**src/rtl/running_mean_acc.sv**
```systemverilog
// running_mean_acc
//   Sliding-window sum and mean over the last WIN = 2**LOG2_WIN signed samples.
//   Samples arrive on a valid/ready stream; one result is buffered on the output
//   stream and is registered on the edge that accepts the sample.
//
// Ports
//   clk      : clock, all state updates on the rising edge
//   rst      : asynchronous active-high reset
//   clear    : synchronous flush of window, sum and output stage
//   s_valid  : input sample valid
//   s_ready  : block can accept a sample this cycle
//   s_data   : input sample, signed DATA_W bits
//   m_valid  : result valid
//   m_ready  : downstream accepts the result
//   m_sum    : window sum, signed DATA_W+LOG2_WIN bits
//   m_mean   : window sum >>> LOG2_WIN (floor), signed DATA_W bits
//   m_full   : result was computed over a completely filled window
module running_mean_acc #(
    parameter int DATA_W   = 32,
    parameter int LOG2_WIN = 4
) (
    input  logic                       clk,
    input  logic                       rst,
    input  logic                       clear,
    input  logic                       s_valid,
    output logic                       s_ready,
    input  logic [DATA_W-1:0]          s_data,
    output logic                       m_valid,
    input  logic                       m_ready,
    output logic [DATA_W+LOG2_WIN-1:0] m_sum,
    output logic [DATA_W-1:0]          m_mean,
    output logic                       m_full
);

    localparam int WIN   = 1 << LOG2_WIN;
    localparam int SUM_W = DATA_W + LOG2_WIN;
    localparam int CNT_W = LOG2_WIN + 1;
    localparam int PTR_W = LOG2_WIN;

    typedef enum logic {
        FILL = 1'b0,
        RUN  = 1'b1
    } state_t;

    state_t                    r_state;
    logic [CNT_W-1:0]          r_count;
    logic [PTR_W-1:0]          r_wptr;
    logic signed [SUM_W-1:0]   r_sum;
    logic                      r_m_valid;
    logic [SUM_W-1:0]          r_m_sum;
    logic [DATA_W-1:0]         r_m_mean;
    logic                      r_m_full;

    // Sample ring; contents are never reset, only gated by the FILL state.
    logic [DATA_W-1:0]         r_buf [WIN];

    logic                      w_accept;
    logic [DATA_W-1:0]         w_oldest;
    logic signed [SUM_W-1:0]   w_new_ext;
    logic signed [SUM_W-1:0]   w_old_ext;
    logic signed [SUM_W-1:0]   w_sum_next;
    logic signed [SUM_W-1:0]   w_mean_wide;
    logic                      w_full_next;

    assign s_ready  = (!r_m_valid || m_ready) && !clear;
    assign w_accept = s_valid && s_ready;

    // While filling, slots not yet written this window hold stale data;
    // treat the evicted value as zero so missing entries count as zero.
    assign w_oldest    = (r_state == RUN) ? r_buf[r_wptr] : '0;
    assign w_new_ext   = {{LOG2_WIN{s_data[DATA_W-1]}}, s_data};
    assign w_old_ext   = {{LOG2_WIN{w_oldest[DATA_W-1]}}, w_oldest};
    assign w_sum_next  = r_sum + w_new_ext - w_old_ext;
    assign w_mean_wide = w_sum_next >>> LOG2_WIN;
    // This accept completes the window if we are already full or it is the WIN-th.
    assign w_full_next = (r_state == RUN) || (r_count == CNT_W'(WIN - 1));

    always_ff @(posedge clk) begin
        if (w_accept) begin
            r_buf[r_wptr] <= s_data;
        end
    end

    always_ff @(posedge clk or posedge rst) begin
        if (rst) begin
            r_state   <= FILL;
            r_count   <= '0;
            r_wptr    <= '0;
            r_sum     <= '0;
            r_m_valid <= 1'b0;
            r_m_sum   <= '0;
            r_m_mean  <= '0;
            r_m_full  <= 1'b0;
        end else if (clear) begin
            r_state   <= FILL;
            r_count   <= '0;
            r_wptr    <= '0;
            r_sum     <= '0;
            r_m_valid <= 1'b0;
            r_m_full  <= 1'b0;
        end else if (w_accept) begin
            r_sum     <= w_sum_next;
            r_wptr    <= r_wptr + PTR_W'(1);
            r_m_valid <= 1'b1;
            r_m_sum   <= w_sum_next;
            r_m_mean  <= w_mean_wide[DATA_W-1:0];
            r_m_full  <= w_full_next;
            case (r_state)
                FILL: begin
                    r_count <= r_count + CNT_W'(1);
                    if (r_count == CNT_W'(WIN - 1)) begin
                        r_state <= RUN;
                    end
                end
                default: r_state <= RUN;
            endcase
        end else if (r_m_valid && m_ready) begin
            r_m_valid <= 1'b0;
        end
    end

    assign m_valid = r_m_valid;
    assign m_sum   = r_m_sum;
    assign m_mean  = r_m_mean;
    assign m_full  = r_m_full;

endmodule

```
**config.mk**
```make
export PLATFORM = sky130hd
export DESIGN_NAME = running_mean_acc
export DESIGN_NICKNAME = d
export VERILOG_FILES = /design/src/rtl/running_mean_acc.sv
export SDC_FILE = /design/constraint.sdc
export NUM_CORES = 1
export LEC_CHECK = 0
export CORE_MARGIN = 1
export CORE_UTILIZATION = 51
export CTS_CLUSTER_DIAMETER = 30
export DETAILED_ROUTE_END_ITERATION = 12
export HOLD_SLACK_MARGIN = 0.12
export PLACE_DENSITY_LB_ADDON = 0.15
export SLEW_MARGIN = 15
export SYNTH_ARGS = -nofsm -noshare
export SYNTH_HDL_FRONTEND = slang
export SYNTH_SLANG_ARGS = --single-unit
```
**constraint.sdc**
```tcl
create_clock -name clk -period 6.45 [get_ports clk]
set_input_delay 0.9675 -clock clk [delete_from_list [all_inputs] [get_ports clk]]
set_output_delay 0.9675 -clock clk [all_outputs]
set_load 0.02 [all_outputs]
```
==> impl_metrics.env, run 1 <==
export IMPL_outcome="complete, no violations"
export IMPL_final_cell_mix="edfxtp_1 (512), mux4_2 (159), inv_1 (145)"
export IMPL_wl_per_cell_um=24.6
export IMPL_synth_seq_cells=595
export IMPL_p_int_w=0.00966
export IMPL_postCtsSetupRepairBufs=0
export IMPL_coreArea_um2=50300
export IMPL_grt_max_degree=62
export IMPL_fin_skew_ns=0.0209
export IMPL_hold_viol=0
export IMPL_die_area_um2=51900
export IMPL_ys_types=66
export IMPL_power_frac_clock_pct=47.1
export IMPL_rsz0062_at_grt="no"
export IMPL_dr_pass1_iters=5
export IMPL_drc=0
export IMPL_viasPerCell=5.71
export IMPL_min_period_over_period_pct=84.9
export IMPL_n_fill_cell=3584
export IMPL_drt_initial_drc_count=1212
export IMPL_reg2reg_depth=15
export IMPL_grtUsageMet2_pct=39.3
export IMPL_ys_top_cells_by_area="edfxtp_1 (59%), mux4_2 (14%), dfrtp_1 (8.0%)"
export IMPL_max_stage_delay_ns=0.95
export IMPL_synth_flop_cell="edfxtp_1"
export IMPL_fin_tns_setup_ns=0
export IMPL_cts_buffer_depth=3
export IMPL_die_w_um=228
export IMPL_met1_usage_pct=33.2
export IMPL_fmax_mhz=183
export IMPL_gr_total_overflow=0
export IMPL_synth_fp_nets=1652
export IMPL_crit_arrival_ns=6.02
export IMPL_worstPathCellList="buf_12 > mux4_2 > mux4_2 > and2_1 > fa_1 > inv_1 > ha_1 > nand4_1 > nor3_2 > o2111ai_1 > nand3_1 > a21oi_2 > o21ai_2 > xor2_1 > mux2_2"
export IMPL_grt_pass1_wl_um=93200
export IMPL_routed_wl_um=61100
export IMPL_num_rows=82
export IMPL_clkSinkCount=595
export IMPL_cpMaxStageDelayCell="dfrtp_4"
export IMPL_port_buffers=107
export IMPL_rr_startpoint="r_wptr[0]"
export IMPL_grtUsageTotal_pct=24.4
export IMPL_cts_root_buf="clkbuf_16"
export IMPL_p_leak_nw=11.5
export IMPL_async_flop_share_pct=13.9
export IMPL_swShare_pct=27.1
export IMPL_whs_ns=0.477
export IMPL_cp_max_fo=42
export IMPL_nets=1820
export IMPL_holdPathStages=1
export IMPL_holdBufCountCts=0
export IMPL_synth_edff_count=512
export IMPL_pwr_density_cell_nw_per_um2=414
export IMPL_ant_nets=0
export IMPL_r2r_end="m_sum[25]"
export IMPL_clk_pin_slew_ns=0.05
export IMPL_hpwlAfterDp_um=36000
export IMPL_yosysTopAreaCell="edfxtp_1"
export IMPL_syn_cell_area_um2=26000
export IMPL_ys_seq_area_share_pct=67.1
export IMPL_hold_class="flop to flop"
export IMPL_synth_top_area_share_pct=59.1
export IMPL_die_h_um=228
export IMPL_cts_buffers=117
export IMPL_p_sw_w=0.00359
export IMPL_cts_resized_gates=0
export IMPL_worst_pin_slew_ns=1.08
export IMPL_ios=108
export IMPL_slew_headroom_pct=28.2
export IMPL_start_kind="flop"
export IMPL_endpoint_kind="flop"
export IMPL_htree_levels=3
export IMPL_crit_type="flop to flop"
export IMPL_p_comb_share_pct=18.3
export IMPL_clk_latency_ns=0.66
export IMPL_setup_viol=0
export IMPL_cts_tree="done"
export IMPL_antenna_found_initial=0
export IMPL_period_needed_ns=5.47
export IMPL_vias=14200
export IMPL_cap_violations=0
export IMPL_yosysWarnings=0
export IMPL_worstHoldStart="r_sum[22]"
export IMPL_r2r_setup_slack_ns=0.98
export IMPL_critPathMostFrequentCell="mux4_2"
export IMPL_grt_pass1_vias=15000
export IMPL_power_frac_seq_pct=34.6
export IMPL_ir_drop_mv=0.335
export IMPL_final_max_slew_viol_count=0
export IMPL_layout_drive_gt1_share_pct=24.7
export IMPL_top_usage_layer="met2"
export IMPL_n_antenna_cell=0
export IMPL_min_to="r_sum[22]"
export IMPL_netlist_instances=1537
export IMPL_final_common_cell="edfxtp_1"
export IMPL_routabilityCongestion=0.888
export IMPL_area_growth_pct=23.0
export IMPL_use_met3_pct=5.13
export IMPL_worstPathRequired_ns=7.00
export IMPL_syn_area_per_cell_um2=16.9
export IMPL_floorplan_initialDensity_pct=51.8
==> how the worst max path moves through the flow <==
stage                          from          end  slack, ns  depth (start not counted)
after floorplan               clear  r_buf[2][0]       1.45                          7
after global placement    r_wptr[0]    m_sum[25]       0.93                         15
after detailed placement  r_wptr[0]    m_sum[25]       0.92                         15
after CTS                 r_wptr[0]    m_sum[25]       0.91                         15
after global routing      r_wptr[0]    m_sum[33]       0.61                         16
final                     r_wptr[0]    m_sum[25]       0.98                         15
==> stage by stage <==
| stage | area (um^2) | instances | setup WS [ns] | total power [W] | utilization [%] |
|---|---|---|---|---|---|
| final | 32000 | 2481 | 0.977 | 0.0133 | 63.7 |
| after global routing | 32000 | 2481 | 0.609 | 0.0138 | 63.7 |
| after CTS | 32000 | 2481 | 0.914 | 0.0133 | 63.7 |
| after detailed placement | 27800 | 2258 | 0.922 | 0.00708 | 55.4 |
| after global placement | 27800 | 2258 | 0.926 | 0.00706 | 55.4 |
| after floorplan | 26000 | 1537 | 1.45 | 0.00631 | - |
==> critical path: cells and delay by family, from the launching register on <==
family          cells  cell delay, ns
flops               1            0.95
buf+inv             2            0.43
compound gates      3            0.62
simple gates        4            0.90
xor+xnor            1            0.14
mux                 3            1.34
fa+ha+maj           2            0.89
==> synthesized netlist by cell type (11+ instances only) <==
| master | count |
|---|---|
| a21o_1 | 16 |
| a21oi_1 | 53 |
| and2_1 | 33 |
| buf_2 | 13 |
| buf_4 | 32 |
| clkbuf_1 | 33 |
| dfrtp_1 | 83 |
| edfxtp_1 | 512 |
| fa_1 | 35 |
| ha_1 | 43 |
| inv_1 | 146 |
| mux4_2 | 159 |
| nand2_1 | 129 |
| nand2b_1 | 11 |
| nand3_1 | 14 |
| nor2_1 | 42 |
| o21ai_0 | 32 |
| xnor2_1 | 12 |
| xor2_1 | 14 |
==> logic make-up after synthesis <==
group                      after synthesis  synth area share [%]
buffers and inverters                  237                  4.09
AOI/OAI and AO/OA                      162                  4.15
muxes                                  171                  14.3
and+or+nand+nor                        268                  4.81
DFF                                    595                  67.1
xor gates and xnor gates                26                 0.875
adders and majority gates               78                  4.76
==> power by group through the flow <==
stage               combinational, W  sequential [W]  clock [W]
finish                       0.00243         0.00459    0.00624
global route                 0.00266         0.00461    0.00649
CTS                          0.00244         0.00460    0.00631
detailed placement           0.00242         0.00466          0
global placement             0.00240         0.00466          0
floorplan                    0.00163         0.00468          0
==> per-layer routing <==
layer | wire length [um] | up-vias
met5 | 0 | -
met4 | 1670 | 0
met3 | 3510 | 96
met2 | 29800 | 461
met1 | 26100 | 7440
li1 | - | 6173
==> registers in the layout, summed over array words and instances (netlist names) <==
register	flops
m_sum	36
m_valid	1
r_buf	512
r_count	5
r_state	1
r_sum	36
r_wptr	4
==> cell type report <==
| class | count | area (um^2) | area share, % |
|---|---|---|---|
| repair buffers | 140 | 1370 | 4.28 |
| well taps | 672 | 841 | 2.63 |
| clock inverters | 95 | 1140 | 3.57 |
| flip-flops and latches | 595 | 17500 | 54.6 |
| inverters | 146 | 551 | 1.72 |
| multi-input cells | 705 | 7620 | 23.8 |
| clock buffers | 128 | 3020 | 9.44 |
No activity file was read; power rests on OpenSTA's default activity.
==> inputs of run 2 (changes only) <==
clock period = 5.6 ns   (was 6.45 ns; I/O delays follow)
==> run 2 against run 1 <==
Effect of this change: critical path type unchanged; sequential cell count stayed put; largest cell class unchanged; fmax is 4.1% higher; critical endpoint is now r_sum[34]; setup slack worse by 0.64 ns.
==> impl_metrics.env, run 2 (same netlist as run 1, synthesis figures left out) <==
export IMPL_outcome="complete, no violations"
export IMPL_grt_pass1_vias=15000
export IMPL_die_w_um=228
export IMPL_gr_total_overflow=0
export IMPL_endpoint_kind="flop"
export IMPL_layout_drive_gt1_share_pct=25.0
export IMPL_postCtsSetupRepairBufs=0
export IMPL_drt_initial_drc_count=1330
export IMPL_period_needed_ns=5.26
export IMPL_fin_tns_setup_ns=0
export IMPL_viasPerCell=5.73
export IMPL_cts_root_buf="clkbuf_16"
export IMPL_final_common_cell="edfxtp_1"
export IMPL_p_leak_nw=11.5
export IMPL_vias=14300
export IMPL_slew_headroom_pct=24.9
export IMPL_grt_max_degree=60
export IMPL_area_growth_pct=23.1
export IMPL_num_rows=82
export IMPL_die_area_um2=51900
export IMPL_final_max_slew_viol_count=0
export IMPL_floorplan_initialDensity_pct=51.8
export IMPL_start_kind="flop"
export IMPL_power_frac_clock_pct=45.5
export IMPL_hpwlAfterDp_um=39200
export IMPL_dr_pass1_iters=5
export IMPL_cts_buffer_depth=3
export IMPL_routed_wl_um=64100
export IMPL_p_int_w=0.0108
export IMPL_fmax_mhz=190
export IMPL_ios=108
export IMPL_die_h_um=228
export IMPL_hold_class="flop to flop"
export IMPL_cts_tree="done"
export IMPL_clkSinkCount=595
export IMPL_worst_pin_slew_ns=1.13
export IMPL_cp_max_fo=51
export IMPL_crit_type="flop to flop"
export IMPL_clk_latency_ns=0.66
export IMPL_cts_buffers=114
export IMPL_n_antenna_cell=0
export IMPL_cap_violations=0
export IMPL_antenna_found_initial=0
export IMPL_wl_per_cell_um=25.7
export IMPL_coreArea_um2=50300
export IMPL_fin_cells=2493
export IMPL_cpMaxStageDelayCell="dfrtp_4"
export IMPL_ir_drop_mv=0.347
export IMPL_htree_levels=3
export IMPL_power_frac_seq_pct=35.4
export IMPL_nets=1839
export IMPL_dp_cells=2280
export IMPL_pwr_density_cell_nw_per_um2=467
export IMPL_setup_viol=0
export IMPL_worstPathCellList="buf_4 > buf_4 > mux4_2 > mux4_2 > and2_1 > fa_1 > inv_1 > ha_1 > a21o_1 > a21o_1 > a21oi_1 > o21a_1 > o221ai_1 > a21oi_1 > xor2_1 > o21ai_0"
export IMPL_port_buffers=107
export IMPL_swShare_pct=27.6
export IMPL_clk_pin_slew_ns=0.05
export IMPL_hold_viol=0
export IMPL_final_cell_mix="edfxtp_1 (512), mux4_2 (159), inv_1 (145)"
export IMPL_largest_reg_flops=512
export IMPL_max_stage_delay_ns=1.02
export IMPL_grtUsageTotal_pct=25.4
export IMPL_routabilityCongestion=0.884
export IMPL_ant_nets=0
export IMPL_p_comb_share_pct=19.1
export IMPL_drc=0
export IMPL_min_period_over_period_pct=93.9
export IMPL_cts_resized_gates=0
export IMPL_fin_skew_ns=0.0276
export IMPL_worstPathRequired_ns=6.08
export IMPL_crit_arrival_ns=5.74
export IMPL_top_register="r_buf"
export IMPL_holdBufCountCts=0
export IMPL_grt_pass1_wl_um=96300
export IMPL_rsz0062_at_grt="no"
export IMPL_p_sw_w=0.00413
## run 2: changes by cell type in the layout (fill, tap and decap cells not counted), sizes merged
| cell | before | now |
|---|---|---|
| clkbuf | 128 | 132 |
| buf | 33 | 55 |
| clkinv | 52 | 44 |
| bufinv | 20 | 15 |
| clkinvlp | 14 | 13 |
## run 2: power by group through the flow
stage | Clock (W) | Sequential [W] | Combinational [W]
6_report | 0.00681 | 0.00529 | 0.00286
5_1_grt | 0.00710 | 0.00531 | 0.00311
4_1_cts | 0.00688 | 0.00529 | 0.00287
3_5_place_dp | 0 | 0.00536 | 0.00285
3_3_place_gp | 0 | 0.00535 | 0.00282
2_1_floorplan | 0 | 0.00539 | 0.00188
## run 2: critical path, delay by kind of cell, from the launching register on
kind / cells / cell delay, ns
fa+ha+maj: 2 / 0.84
buf+inv: 3 / 0.75
flops: 1 / 1.02
xor+xnor: 1 / 0.25
compound gates: 7 / 1.20
mux: 2 / 0.82
simple gates: 1 / 0.20
## run 2: layout make-up
cell class	instances	area [um^2]
fillers	3533	18200
flip-flops and latches	595	17500
multi-input cells	705	7620
clock buffers	132	2980
repair buffers	162	1650
clock inverters	81	928
well taps	672	841
inverters	146	551
## run 2: routing by layer
metal | vias to the layer above | global-route usage, % | part of all wire [%]
met5 | - | 0 | 0
met4 | 0 | 7.53 | 1.9
met3 | 87 | 4.71 | 5.7
met2 | 504 | 40.7 | 49
met1 | 7488 | 35.7 | 43
li1 | 6205 | - | -
## run 2: metrics by stage
step                power [W]  utilization, %  setup slack, ns  instance area (um^2)  hold WS, ns
global route           0.0155            63.7           0.0477                 32000        0.492
detailed placement    0.00821            55.9            0.403                 28100        0.465
global placement      0.00818            55.9            0.414                 28100        0.460
CTS                    0.0150            63.7            0.359                 32000        0.476
finish                 0.0150            63.7            0.342                 32000        0.470
floorplan             0.00727               -            0.723                 26000        0.446
## run 2: final timing paths
path | startpoint | endpoint | slack, ns | cells past startpoint
worst max-delay path | r_wptr[1] | r_sum[34] | 0.34 | 16
worst min-delay path | r_sum[6] | r_sum[6] | 0.47 | 2
worst max register to register | r_wptr[1] | r_sum[34] | 0.34 | 16
worst min register to register | r_sum[6] | r_sum[6] | 0.47 | 2
max in group asynchronous | rst | r_wptr[1] | 3.96 | 3
min in group asynchronous | rst | r_sum[2] | 0.71 | 2
